===== src/rtl/div_pkg.sv =====
// Shared types and board-clock defaults for the programmable clock divider.
package div_pkg;

    typedef enum logic {
        IDLE = 1'b0,
        RUN  = 1'b1
    } state_e;

    localparam int DEF_WIDTH = 27;
    localparam int DEF_DIV   = 100_000_000;

endpackage


===== src/rtl/mod_n_counter.sv =====
// Modulo-N period counter: counts 0..modulus-1 while enabled, flags the last cycle.
module mod_n_counter #(
    parameter int WIDTH = 27
) (
    input  logic             sysclk,
    input  logic             reset,
    input  logic             en,
    input  logic             clr,
    input  logic [WIDTH-1:0] modulus,
    output logic [WIDTH-1:0] cnt,
    output logic             wrap
);

    logic [WIDTH-1:0] cnt_q, cnt_d;

    // modulus is never 0 (sanitised upstream), so modulus-1 cannot underflow
    assign wrap = en && (cnt_q == modulus - WIDTH'(1));
    assign cnt  = cnt_q;

    always_comb begin
        cnt_d = cnt_q;
        if (clr)
            cnt_d = '0;
        else if (en)
            cnt_d = wrap ? '0 : cnt_q + WIDTH'(1);
    end

    always_ff @(posedge sysclk) begin
        if (reset)
            cnt_q <= '0;
        else
            cnt_q <= cnt_d;
    end

endmodule


===== src/rtl/prog_clk_divider.sv =====
// Programmable clock divider: tick strobe and square wave of period N, with
// continuous/one-shot modes and divisor changes deferred to the period boundary.
module prog_clk_divider
    import div_pkg::*;
#(
    parameter int WIDTH       = DEF_WIDTH,
    parameter int DEFAULT_DIV = DEF_DIV
) (
    input  logic             sysclk,
    input  logic             reset,
    input  logic             enable,
    input  logic             clear,
    input  logic             oneshot,
    input  logic             start,
    input  logic [WIDTH-1:0] div_in,
    input  logic             div_load,
    output logic             tick,
    output logic             sq_out,
    output logic             done,
    output logic             busy,
    output logic             div_pending,
    output logic [WIDTH-1:0] div_cur,
    output logic [WIDTH-1:0] count
);

    localparam logic [WIDTH-1:0] RESET_DIV = WIDTH'(DEFAULT_DIV);

    state_e           state_q, state_d;
    logic             mode_q, mode_d;
    logic             done_q, done_d;
    logic             pending_q, pending_d;
    logic [WIDTH-1:0] div_cur_q, div_cur_d;
    logic [WIDTH-1:0] div_pend_q, div_pend_d;
    logic [WIDTH-1:0] div_in_s;
    logic [WIDTH-1:0] cnt;
    logic             wrap;

    assign busy     = (state_q == RUN);
    assign div_in_s = (div_in == '0) ? WIDTH'(1) : div_in;

    mod_n_counter #(.WIDTH(WIDTH)) u_cnt (
        .sysclk  (sysclk),
        .reset   (reset),
        .en      (busy && enable),
        .clr     (clear),
        .modulus (div_cur_q),
        .cnt     (cnt),
        .wrap    (wrap)
    );

    always_comb begin
        state_d    = state_q;
        mode_d     = mode_q;
        done_d     = done_q;
        pending_d  = pending_q;
        div_cur_d  = div_cur_q;
        div_pend_d = div_pend_q;
        if (clear) begin
            state_d   = IDLE;
            pending_d = 1'b0;
        end else if (state_q == IDLE) begin
            if (div_load)
                div_cur_d = div_in_s;
            if (enable && (!oneshot || start)) begin
                state_d = RUN;
                mode_d  = oneshot;
                done_d  = 1'b0;
            end
        end else if (wrap) begin
            if (mode_q) begin
                state_d = IDLE;
                done_d  = 1'b1;
            end
            // a load landing on the wrap supersedes any older staged value
            if (div_load)
                div_cur_d = div_in_s;
            else if (pending_q)
                div_cur_d = div_pend_q;
            pending_d = 1'b0;
        end else if (div_load) begin
            div_pend_d = div_in_s;
            pending_d  = 1'b1;
        end
    end

    always_ff @(posedge sysclk) begin
        if (reset) begin
            state_q    <= IDLE;
            mode_q     <= 1'b0;
            done_q     <= 1'b0;
            pending_q  <= 1'b0;
            div_cur_q  <= RESET_DIV;
            div_pend_q <= '0;
        end else begin
            state_q    <= state_d;
            mode_q     <= mode_d;
            done_q     <= done_d;
            pending_q  <= pending_d;
            div_cur_q  <= div_cur_d;
            div_pend_q <= div_pend_d;
        end
    end

    assign tick        = busy && wrap;
    assign sq_out      = busy && (cnt < (div_cur_q >> 1));
    assign done        = done_q;
    assign div_pending = pending_q;
    assign div_cur     = div_cur_q;
    assign count       = cnt;

endmodule


===== config.mk =====
export PLATFORM = sky130hd
export DESIGN_NAME = prog_clk_divider
export DESIGN_NICKNAME = d
export VERILOG_FILES = /design/src/rtl/div_pkg.sv /design/src/rtl/mod_n_counter.sv /design/src/rtl/prog_clk_divider.sv
export SDC_FILE = /design/constraint.sdc
export NUM_CORES = 1
export LEC_CHECK = 0
export ABC_AREA = 1
export CAP_MARGIN = 20
export CELL_PAD_IN_SITES_DETAIL_PLACEMENT = 2
export CELL_PAD_IN_SITES_GLOBAL_PLACEMENT = 2
export CORE_ASPECT_RATIO = 0.9
export CORE_MARGIN = 4
export CORE_UTILIZATION = 30
export CTS_BUF_LIST = sky130_fd_sc_hd__clkbuf_8
export DETAILED_ROUTE_END_ITERATION = 10
export HOLD_SLACK_MARGIN = 0.02
export MAX_ROUTING_LAYER = met4
export PLACE_DENSITY = 0.79
export SLEW_MARGIN = 20
export SYNTH_ARGS = -nofsm -noshare
export SYNTH_HDL_FRONTEND = slang
export SYNTH_HIERARCHICAL = 1
export SYNTH_SLANG_ARGS = --single-unit

===== constraint.sdc =====
create_clock -name sysclk -period 3.55 [get_ports sysclk]
set_clock_uncertainty 0.2 [all_clocks]
set_input_delay 0.71 -clock sysclk [delete_from_list [all_inputs] [get_ports sysclk]]
set_output_delay 0.71 -clock sysclk [all_outputs]
set_load 0.1 [all_outputs]

# After elaboration in Yosys (flattened, before gate mapping)
# Index checks and enable logic that the tools add are counted.
# totals
register_bits	85
out_inout_bits	59
word_cells	51
# op_classes
add_sub_neg	2
n_lt_le_gt_ge	1
eq_ne	4
mux	17
bitwise_logic	3
n_reduce_logical	17
# ops
op	count
two-way mux 27 bit	7
adder 27 x 1 -> 27 bit, second input constant	1
equality test 27 bit	1
logical NOT 27 bit	1
< comparator 27 x 26 -> 1 bit	1
subtractor 27 x 1 -> 27 bit, second input constant	1
AND reduction 4 bit	3
two-way mux 1 bit	10
nonzero test 2 bit	3
logical AND 1 bit	5
!= test 2 x 1 -> 1 bit, second input constant	2
!= test 3 bit, second input constant	1
inverter 1 bit	3
AND reduction 3 bit	1
AND reduction 2 bit	1
OR reduction 2 bit	1
logical NOT 1 bit	1
logical OR 1 bit	1

# Longest topological paths before layout
# Gate-level depths: netlist of run 1.
# depth
depth_word	5
depth_mapped	23
mapped_depth_nobuf	22

# Cells and area by module
# Netlist of run 1, hierarchy kept.
# by_module_without_submodules
module	n_inst	cells_per_inst	area_per_inst_um2	seq_area_each_um2
prog_clk_divider	1	423	3113.0	1161.1
mod_n_counter	1	454	2698.8	540.5

# Least setup slack after synthesis of run 1
# Ideal clock, no wire load.
# synth_path
path_type	reg2out
startpoint	register div_cur_q[7], in the netlist div_cur[7]
endpoint	output port sq_out
arrival_time_ns	3.167
required_time_ns	2.640
path_slack_ns	-0.527
stages_incl_launch_ff	10
path_buffers	0
cell_sequence	dfxtp_1 > inv_1 > ha_1 > a21oi_1 > o21ai_0 > nand2_1 > nand3_1 > nand2_1 > inv_1 > nor2_1
# synth_between
elab_chain_len	2
# synth_lines
item	line_no	source
start, declared	prog_clk_divider.sv:32	logic [WIDTH-1:0] div_cur_q, div_cur_d;
start signal, assigned	prog_clk_divider.sv:99	div_cur_q <= div_cur_d;
< comparator 27 x 26 -> 1 bit	prog_clk_divider.sv:105	assign sq_out = busy && (cnt < (div_cur_q >> 1));
logical AND 1 bit	prog_clk_divider.sv:105	
end, declared	prog_clk_divider.sv:18	output logic sq_out,
# Every way passes these cells.

# Final worst setup path of run 1
# layout_path
startpoint	register div_cur_q[1], in the netlist div_cur[1]
endpoint	output port tick
# layout_between
elab_chain_len	4
# layout_lines
item	line_no	source
subtractor 27 x 1 -> 27 bit	mod_n_counter.sv:17	assign wrap = en && (cnt_q == modulus - WIDTH'(1));
equality test 27 bit	mod_n_counter.sv:17	
logical AND 1 bit	mod_n_counter.sv:17	
named net wrap	prog_clk_divider.sv:36	logic wrap;
logical AND 1 bit	prog_clk_divider.sv:104	assign tick = busy && wrap;
end, declared	prog_clk_divider.sv:17	output logic tick,
# The timed path passes the listed nets, and every way through them passes these cells.

==> results of run 1 <==
-- registers in the layout, summed over array words and instances (netlist names) --
register     flops
busy             1
div_cur         27
u_cnt/cnt       27
div_pend_q      27
mode_q           1
div_pending      1
done             1
-- logic make-up after synthesis --
family | after synthesis | synth area share, %
AO/OA/AOI/OAI | 172 | 16.7
XOR/XNOR | 39 | 5.88
buffers and inverters | 151 | 11.2
AND/OR/NAND/NOR | 403 | 31.1
flip-flops | 85 | 29.3
adder cells (fa/ha/maj) | 27 | 5.81
-- area by class of cell --
class	count	area, um^2	area share, %
multi-input cells	641	3600	47.2
repair buffers	149	1310	17.2
well taps	250	313	4.11
clock buffers	10	138	1.81
clock inverters	6	52.6	0.690
inverters	125	478	6.27
flip-flops and latches	85	1730	22.7
-- synth_stat cells, types with 2 or more instances --
master / count / area share [%]
nand2_1: 183 / 12
inv_1: 119 / 7.7
nor2_1: 108 / 7.0
dfxtp_1: 85 / 29
a21oi_1: 76 / 6.5
o21ai_0: 59 / 5.1
nand3_1: 35 / 3.0
xor2_1: 29 / 4.4
ha_1: 27 / 5.8
nor3_1: 17 / 1.5
nor2_2: 15 / 1.6
nand4_1: 11 / 1.2
o21ai_1: 11 / 0.95
buf_2: 10 / 0.86
xnor2_1: 10 / 1.5
clkbuf_1: 8 / 0.52
o221ai_1: 8 / 1.2
nand3b_1: 7 / 0.90
buf_6: 6 / 1.2
o21ai_2: 5 / 0.75
and3_1: 4 / 0.43
inv_2: 4 / 0.26
nand2_2: 4 / 0.43
nand2_4: 3 / 0.58
nor2_4: 3 / 0.58
nor3_2: 3 / 0.52
o221ai_2: 3 / 0.77
or2_2: 3 / 0.32
clkinv_1: 2 / 0.13
nand4_2: 2 / 0.43
nor3b_1: 2 / 0.26
o211ai_1: 2 / 0.26
o22ai_1: 2 / 0.22
-- metal layers --
metal | wire, um | track usage (%) | vias up
met1 | 11400 | 29.7 | 3115
met3 | 736 | 3.12 | 13
met2 | 11800 | 38.7 | 79
met5 | 0 | - | -
li1 | - | - | 3099
met4 | 181 | 2.93 | 0
-- where the power goes --
group	internal (mW)	switching (mW)	total, mW
clock	0.285	0.431	0.716
sequential	0.984	0.0509	1.03
combinational	0.234	0.476	0.709
total	1.50	0.957	2.46
-- metrics by stage --
stage          instance area (um^2)  setup WS (ns)  hold WS [ns]
2_1_floorplan                  5830        -0.0581         0.232
3_3_place_gp                   7190         0.0257         0.253
3_5_place_dp                   7190         -0.113         0.276
4_1_cts                        7580        -0.0131         0.294
5_1_grt                        7620         -0.146         0.318
6_report                       7620       -0.00266         0.291
-- layout by cell type (no fill, tap or decap), types with 12 or more instances in the layout --
cell / instances
inv_1: 115
nand3_1: 33
nor3_1: 17
xor2_1: 29
ha_1: 26
nor2_2: 22
o21ai_1: 12
o21ai_0: 58
nand2_1: 174
nor2_1: 94
a21oi_1: 76
clkdlybuf4s50_1: 33
buf_4: 105
dfxtp_1: 74
-- timing repair --
item	4_1_cts	5_1_grt
pin swaps	17	4
gates resized for setup	43	13
endpoints found under the setup margin	1	1
setup buffers	8	0
-- critical path, stage by stage, from the launching register on --
cell and delay, ns:
dfxtp_4 0.39, inv_4 0.04, ha_4 0.16, nand3_4 0.09, nor2_4 0.04, buf_12 0.13, buf_8 0.13, nand2_4 0.05
nand2_2 0.06, nand2_2 0.08, o21ai_1 0.07, nor2_1 0.12, nand2_1 0.09, nor2_2 0.15, buf_6 0.13, nand3_4 0.08
inv_4 0.09, nand2_4 0.06, clkinvlp_4 0.11, buf_12 0.18
-- worst max-delay path by stage --
| stage | start | end | slack [ns] | cells after the start |
|---|---|---|---|---|
| after global routing | div_cur[0]$_SDFFE_PP0P_ | tick | -0.15 | 16 |
| after detailed placement | enable | tick | -0.11 | 16 |
| after CTS | div_cur[1]$_SDFFE_PP0P_ | tick | -0.01 | 19 |
| final | div_cur[1]$_SDFFE_PP0P_ | tick | -0.003 | 19 |
| after global placement | enable | tick | 0.03 | 16 |
| after floorplan | div_cur[21]$_SDFFE_PP1P_ | sq_out | -0.06 | 9 |
==> summary.txt, run 1 <==
Status
  • Status: finished, violations left
  • Failing checks: negative setup slack

Drt
  • Post-route ant nets: 0
  • Initial DRC Count: 281
  • Via count: 6306
  • Vias per std cell: 4.98
  • Drc violations: 0
  • Drt first pass iters: 4
  • Wire per inst: 19.1 um
  • Total wire length: 24100 um

Worst setup path
  • R2R Path End: div_cur[22]$_SDFFE_PP1P_
  • CP Data Arrival Time: 2.64 ns
  • Worst Reg2Reg Path Length in Cells: 24
  • Startpoint types: flip-flop
  • Flop-to-flop setup slack: 0.41 ns
  • CP Max Fanout: 6
  • Critical path type: flip-flop to primary output
  • WP data required: 2.64 ns
  • Critical Path End Type: primary output
  • RR Startpoint: div_cur[1]$_SDFFE_PP0P_

Clock network
  • Clock-pin slew on the worst setup and hold paths: 0.10 ns
  • Hold Buf Count CTS: 0
  • Clk_lat worst skew: 0.39 ns
  • TritonCTS Buffers: 9
  • CTS tree: built
  • CTS root buf: clkbuf_8
  • Max Root-Sink Buffers: 2
  • H-tree depth: 3
  • Sink Count: 85

Die
  • Initial Utilization: 30.4%
  • Die outline height: 140 um
  • Num rows: 48
  • Die Area: 21700 um^2
  • IO Pins: 93
  • Core area: 19100 um^2
  • Die X: 155 um

Timing
  • Worst Slack Setup Final: -0.00266 ns
  • Max frequency: 281 MHz
  • Fin. Hold Viols: 0
  • Final Setup Violations: 1
  • Slew headroom: 62.3%
  • RSZ-0062 raised after global routing: yes
  • Slew of the pin with the lowest slew margin: 0.564 ns
  • Min Tclk post-route: 3.55 ns
  • Final period util: 100%
  • Fin. max-slew vios: 0
  • TNS Setup: -0.00266 ns

Cells and area
  • Filler instances: 2338
  • Share of cells above drive strength 1: 21.9%
  • Finished Core Util: 39.9%
  • Area growth, synth to finish: 31.1%
  • N_diodes: 0
  • Fin nets: 1072
  • Non-Filler Instances: 1266

Synthesis
  • Synthesized area: 5810 um^2
  • Syn. warnings: 6
  • Flops & latches, synth: 85
  • Net count after synthesis: 938
  • Syn avg cell area: 6.63 um^2
  • Sequential area share after synthesis: 29.3%
  • Post-synthesis cell count: 877
  • Top FF cell, synth: dfxtp_1
  • Netlist cell types: 44
  • Asr flop ratio synth: 0%
  • Post-synth EDFFs: 0

Global routing
  • Largest net degree at the start of global routing: 52
  • Congestion Overflow GR: 0
  • Global-route usage over all layers: 22.8%
  • First-pass GRT wire length: 37800 um
  • Initial antenna violation count: 0
  • Vias in the first global route: 6833

Worst hold path
  • HP Class: flip-flop to flip-flop
  • Hold endpoint: div_pend_q[1]$_SDFFE_PP0P_
  • Worst hold stages: 2
  • Min-delay src: div_pend_q[1]$_SDFFE_PP0P_

Power and ir drop
  • Power per cell area: 323 nW/um^2
  • Max VDD drop: 0.212 mV
  • Lkg Pwr: 3.51 nW
  • Final total power: 2.46 mW

Flow run
  • Max cap viols: 0

Placed design
  • GPL Wtd Cong: 0.863
  • Input/output buffers: 92
  • DP HPWL: 19000 um
  • Post-Place Cells: 1242
Note: power is estimated with default switching activity, not from simulation.
==> run 2, diff against run 1 <==
--- a/config.mk
+++ b/config.mk
@@ -15,7 +15,6 @@
 export CTS_BUF_LIST = sky130_fd_sc_hd__clkbuf_8
 export DETAILED_ROUTE_END_ITERATION = 10
 export HOLD_SLACK_MARGIN = 0.02
-export MAX_ROUTING_LAYER = met4
 export PLACE_DENSITY = 0.79
 export SLEW_MARGIN = 20
 export SYNTH_ARGS = -nofsm -noshare
==> run 2 against run 1 <==
Effect of this change:
- the flow still finishes with violations (negative setup slack)
- power rose by 0.14%
- worst hold slack got worse by 0.0037 ns
- combinational power hardly changed
- wire length about the same
- final area is the same
- maximum frequency decreased by 0.65%
- sequential cell count did not move
- clock power is essentially flat
- register-to-register slack got worse by 0.03 ns
- sequential power hardly changed
- final cell count unchanged
- core utilization is the same
==> summary.txt, run 2 (synthesis gave the netlist of run 1 again) <==
Drt
  • Total wire length: 24200 um (was 24100 um)
  • Post-route ant nets: 0 (unchanged)
  • Drt first pass iters: 4 (unchanged)
  • Initial DRC Count: 305 (was 281)
  • Via count: 6322 (was 6306)
  • Vias per std cell: 4.99 (was 4.98)
  • Drc violations: 0 (unchanged)
  • Wire per inst: 19.1 um (about the same)

Timing
  • Final Setup Violations: 1 (unchanged)
  • Final period util: 101% (was 100%)
  • Fin. Hold Viols: 0 (unchanged)
  • Fin. max-slew vios: 0 (unchanged)
  • Max frequency: 280 MHz (was 281 MHz)
  • Slew headroom: 62.2% (was 62.3%)
  • RSZ-0062 raised after global routing: yes (unchanged)
  • Worst Slack Setup Final: -0.0258 ns (was -0.00266 ns)
  • Min Tclk post-route: 3.58 ns (was 3.55 ns)
  • Slew of the pin with the lowest slew margin: 0.566 ns (was 0.564 ns)

Cells and area
  • Fin nets: 1072 (unchanged)
  • Area of the multi-input gates: 3600 um^2 (unchanged)
  • Non-Filler Instances: 1266 (unchanged)
  • N_diodes: 0 (unchanged)
  • Share of cells above drive strength 1: 21.9% (unchanged)
  • Commonest cells after routing, fill and taps aside: nand2_1 (174), inv_1 (115), buf_4 (105) (unchanged)
  • Area growth, synth to finish: 31.1% (unchanged)
  • Most common cell after layout, fill and taps aside: nand2_1 (unchanged)
  • Register area: 1730 um^2 (unchanged)
  • Filler instances: 2338 (unchanged)
  • Finished Core Util: 39.9% (unchanged)

Status
  • Failing checks: negative setup slack (unchanged)
  • Status: finished, violations left (unchanged)

Clock network
  • Sink Count: 85 (unchanged)
  • Clock-pin slew on the worst setup and hold paths: 0.12 ns (was 0.10 ns)
  • H-tree depth: 3 (unchanged)
  • Clk_lat worst skew: 0.39 ns (about the same)
  • Max Root-Sink Buffers: 2 (unchanged)
  • CTS root buf: clkbuf_8 (unchanged)
  • CTS tree: built (unchanged)
  • TritonCTS Buffers: 9 (unchanged)

Placed design
  • Post-Place Cells: 1242 (unchanged)
  • Pre-CTS setup slack: -0.113 ns (unchanged)
  • Input/output buffers: 92 (unchanged)
  • GPL Wtd Cong: 0.849 (was 0.863)
  • DP HPWL: 19000 um (unchanged)

Flow run
  • Max cap viols: 0 (unchanged)

Worst setup path
  • Startpoint types: flip-flop (unchanged)
  • Critical path type: flip-flop to primary output (unchanged)
  • Critical-path top delay cell: dfxtp_1 (was dfxtp_4)
  • CP Data Arrival Time: 2.67 ns (was 2.64 ns)
  • WP data required: 2.64 ns (about the same)
  • Flop-to-flop setup slack: 0.38 ns (was 0.41 ns)
  • Most Frequent Cell on Critical Path: nand2_1
  • Crit-path cells: buf_4 > xor2_1 > nand3_1 > nand2_1 > o21ai_0 > nor2_1 > nand2_1 > nor2_2 > nand3_4 > inv_4 > nand2_4 > clkinvlp_4 > buf_12 (was inv_4 > ha_4 > nand3_4 > nor2_4 > buf_12 > buf_8 > nand2_4 > nand2_2 > nand2_2 > o21ai_1 > nor2_1 > nand2_1 > nor2_2 > buf_6 > nand3_4 > inv_4 > nand2_4 > clkinvlp_4 > buf_12)
  • Crit-path max cell delay: 0.48 ns (was 0.39 ns)
  • CP delay by family, top: simple AND/OR/NAND/NOR gates (unchanged)
  • Critical Path End Type: primary output (unchanged)
  • CP bufs+invs: 4 (was 7)
  • CP Max Fanout: 4 (was 6)

Global routing
  • Congestion Overflow GR: 0 (unchanged)
  • Global-route usage over all layers: 22.1% (was 22.8%)
  • Vias in the first global route: 6827 (was 6833)
  • Initial antenna violation count: 0 (unchanged)
  • First-pass GRT wire length: 37900 um (was 37800 um)
  • Largest net degree at the start of global routing: 52 (unchanged)

Die
  • Num rows: 48 (unchanged)
  • IO Pins: 93 (unchanged)
  • Core area: 19100 um^2 (unchanged)
  • Initial Utilization: 30.4% (unchanged)
  • Die Area: 21700 um^2 (unchanged)
  • Die X: 155 um (unchanged)
  • Die outline height: 140 um (unchanged)

Worst hold path
  • HP Class: flip-flop to flip-flop (unchanged)

Power and ir drop
  • Lkg Pwr: 3.51 nW (unchanged)
  • Switching Fraction: 39.0% (was 38.9%)
  • Internal Power: 1.50 mW (about the same)
  • Share of power burned in registers: 42.0% (was 42.1%)
  • Max VDD drop: 0.212 mV (about the same)
  • Combinational share of power: 28.8% (about the same)
  • Clk pwr share: 29.2% (was 29.1%)
  • Power per cell area: 323 nW/um^2 (about the same)
  • Net Sw Power: 0.960 mW (was 0.957 mW)
## run 2: worst paths after layout
path	from	endpoint	depth (start not counted)
worst max-delay path	div_cur[13]$_SDFFE_PP1P_	tick	13
worst max register to register	div_cur[13]$_SDFFE_PP1P_	div_cur[22]$_SDFFE_PP1P_	18
worst min register to register	div_pend_q[1]$_SDFFE_PP0P_	div_pend_q[1]$_SDFFE_PP0P_	2
worst min-delay path	div_pend_q[1]$_SDFFE_PP0P_	div_pend_q[1]$_SDFFE_PP0P_	2
## run 2: power groups by stage
stage	clock [mW]	sequential, mW	combinational, mW
2_1_floorplan	0	1.21	0.270
3_3_place_gp	0	1.05	0.638
3_5_place_dp	0	1.05	0.655
4_1_cts	0.749	1.03	0.703
5_1_grt	0.781	1.04	0.769
6_report	0.718	1.03	0.710
## run 2: layout make-up
class / instances / area share [%]
multi-input cells: 641 / 47.2
flip-flops and latches: 85 / 22.7
repair buffers: 149 / 17.2
clock inverters: 6 / 0.690
well taps: 250 / 4.11
inverters: 125 / 6.27
clock buffers: 10 / 1.81
## run 2: timing repair
item                                    CTS  global route
pin swaps                                17             4
endpoints found under the setup margin    1             1
gates resized for setup                  43            13
setup buffers                             8             0
cloned                                    0             0
hold buffers                              0             0
## run 2: tightest hold or removal path, stage by stage (launching register included)
cell and delay [ns]:
dfxtp_1 0.31, inv_1 0.07, a211oi_1 0.07
## run 2: routing by layer
layer | part of all wire (%) | GRT usage, % | up-vias
met3 | 3.7 | 3.18 | 12
met5 | 0 | 0 | -
li1 | - | - | 3098
met1 | 47 | 29.8 | 3116
met4 | 0.72 | 2.93 | 0
met2 | 49 | 38.7 | 96
## run 2: stage by stage
stage                     power (mW)  hold WS, ns  TNS (ns)  cell area, um^2
after floorplan                 1.48        0.232   -0.0581             5830
after global placement          1.69        0.253         0             7190
after detailed placement        1.71        0.276    -0.113             7190
after CTS                       2.49        0.294   -0.0131             7580
after global routing            2.59        0.318    -0.146             7620
final                           2.46        0.287   -0.0258             7620
==> run 3, diff against run 2 <==
--- a/config.mk
+++ b/config.mk
@@ -16,7 +16,6 @@
 export DETAILED_ROUTE_END_ITERATION = 10
 export HOLD_SLACK_MARGIN = 0.02
 export PLACE_DENSITY = 0.79
-export SLEW_MARGIN = 20
 export SYNTH_ARGS = -nofsm -noshare
 export SYNTH_HDL_FRONTEND = slang
 export SYNTH_HIERARCHICAL = 1
==> results of run 3 <==
Same layout as run 2: the final DEF is identical, and so are final timing and power.
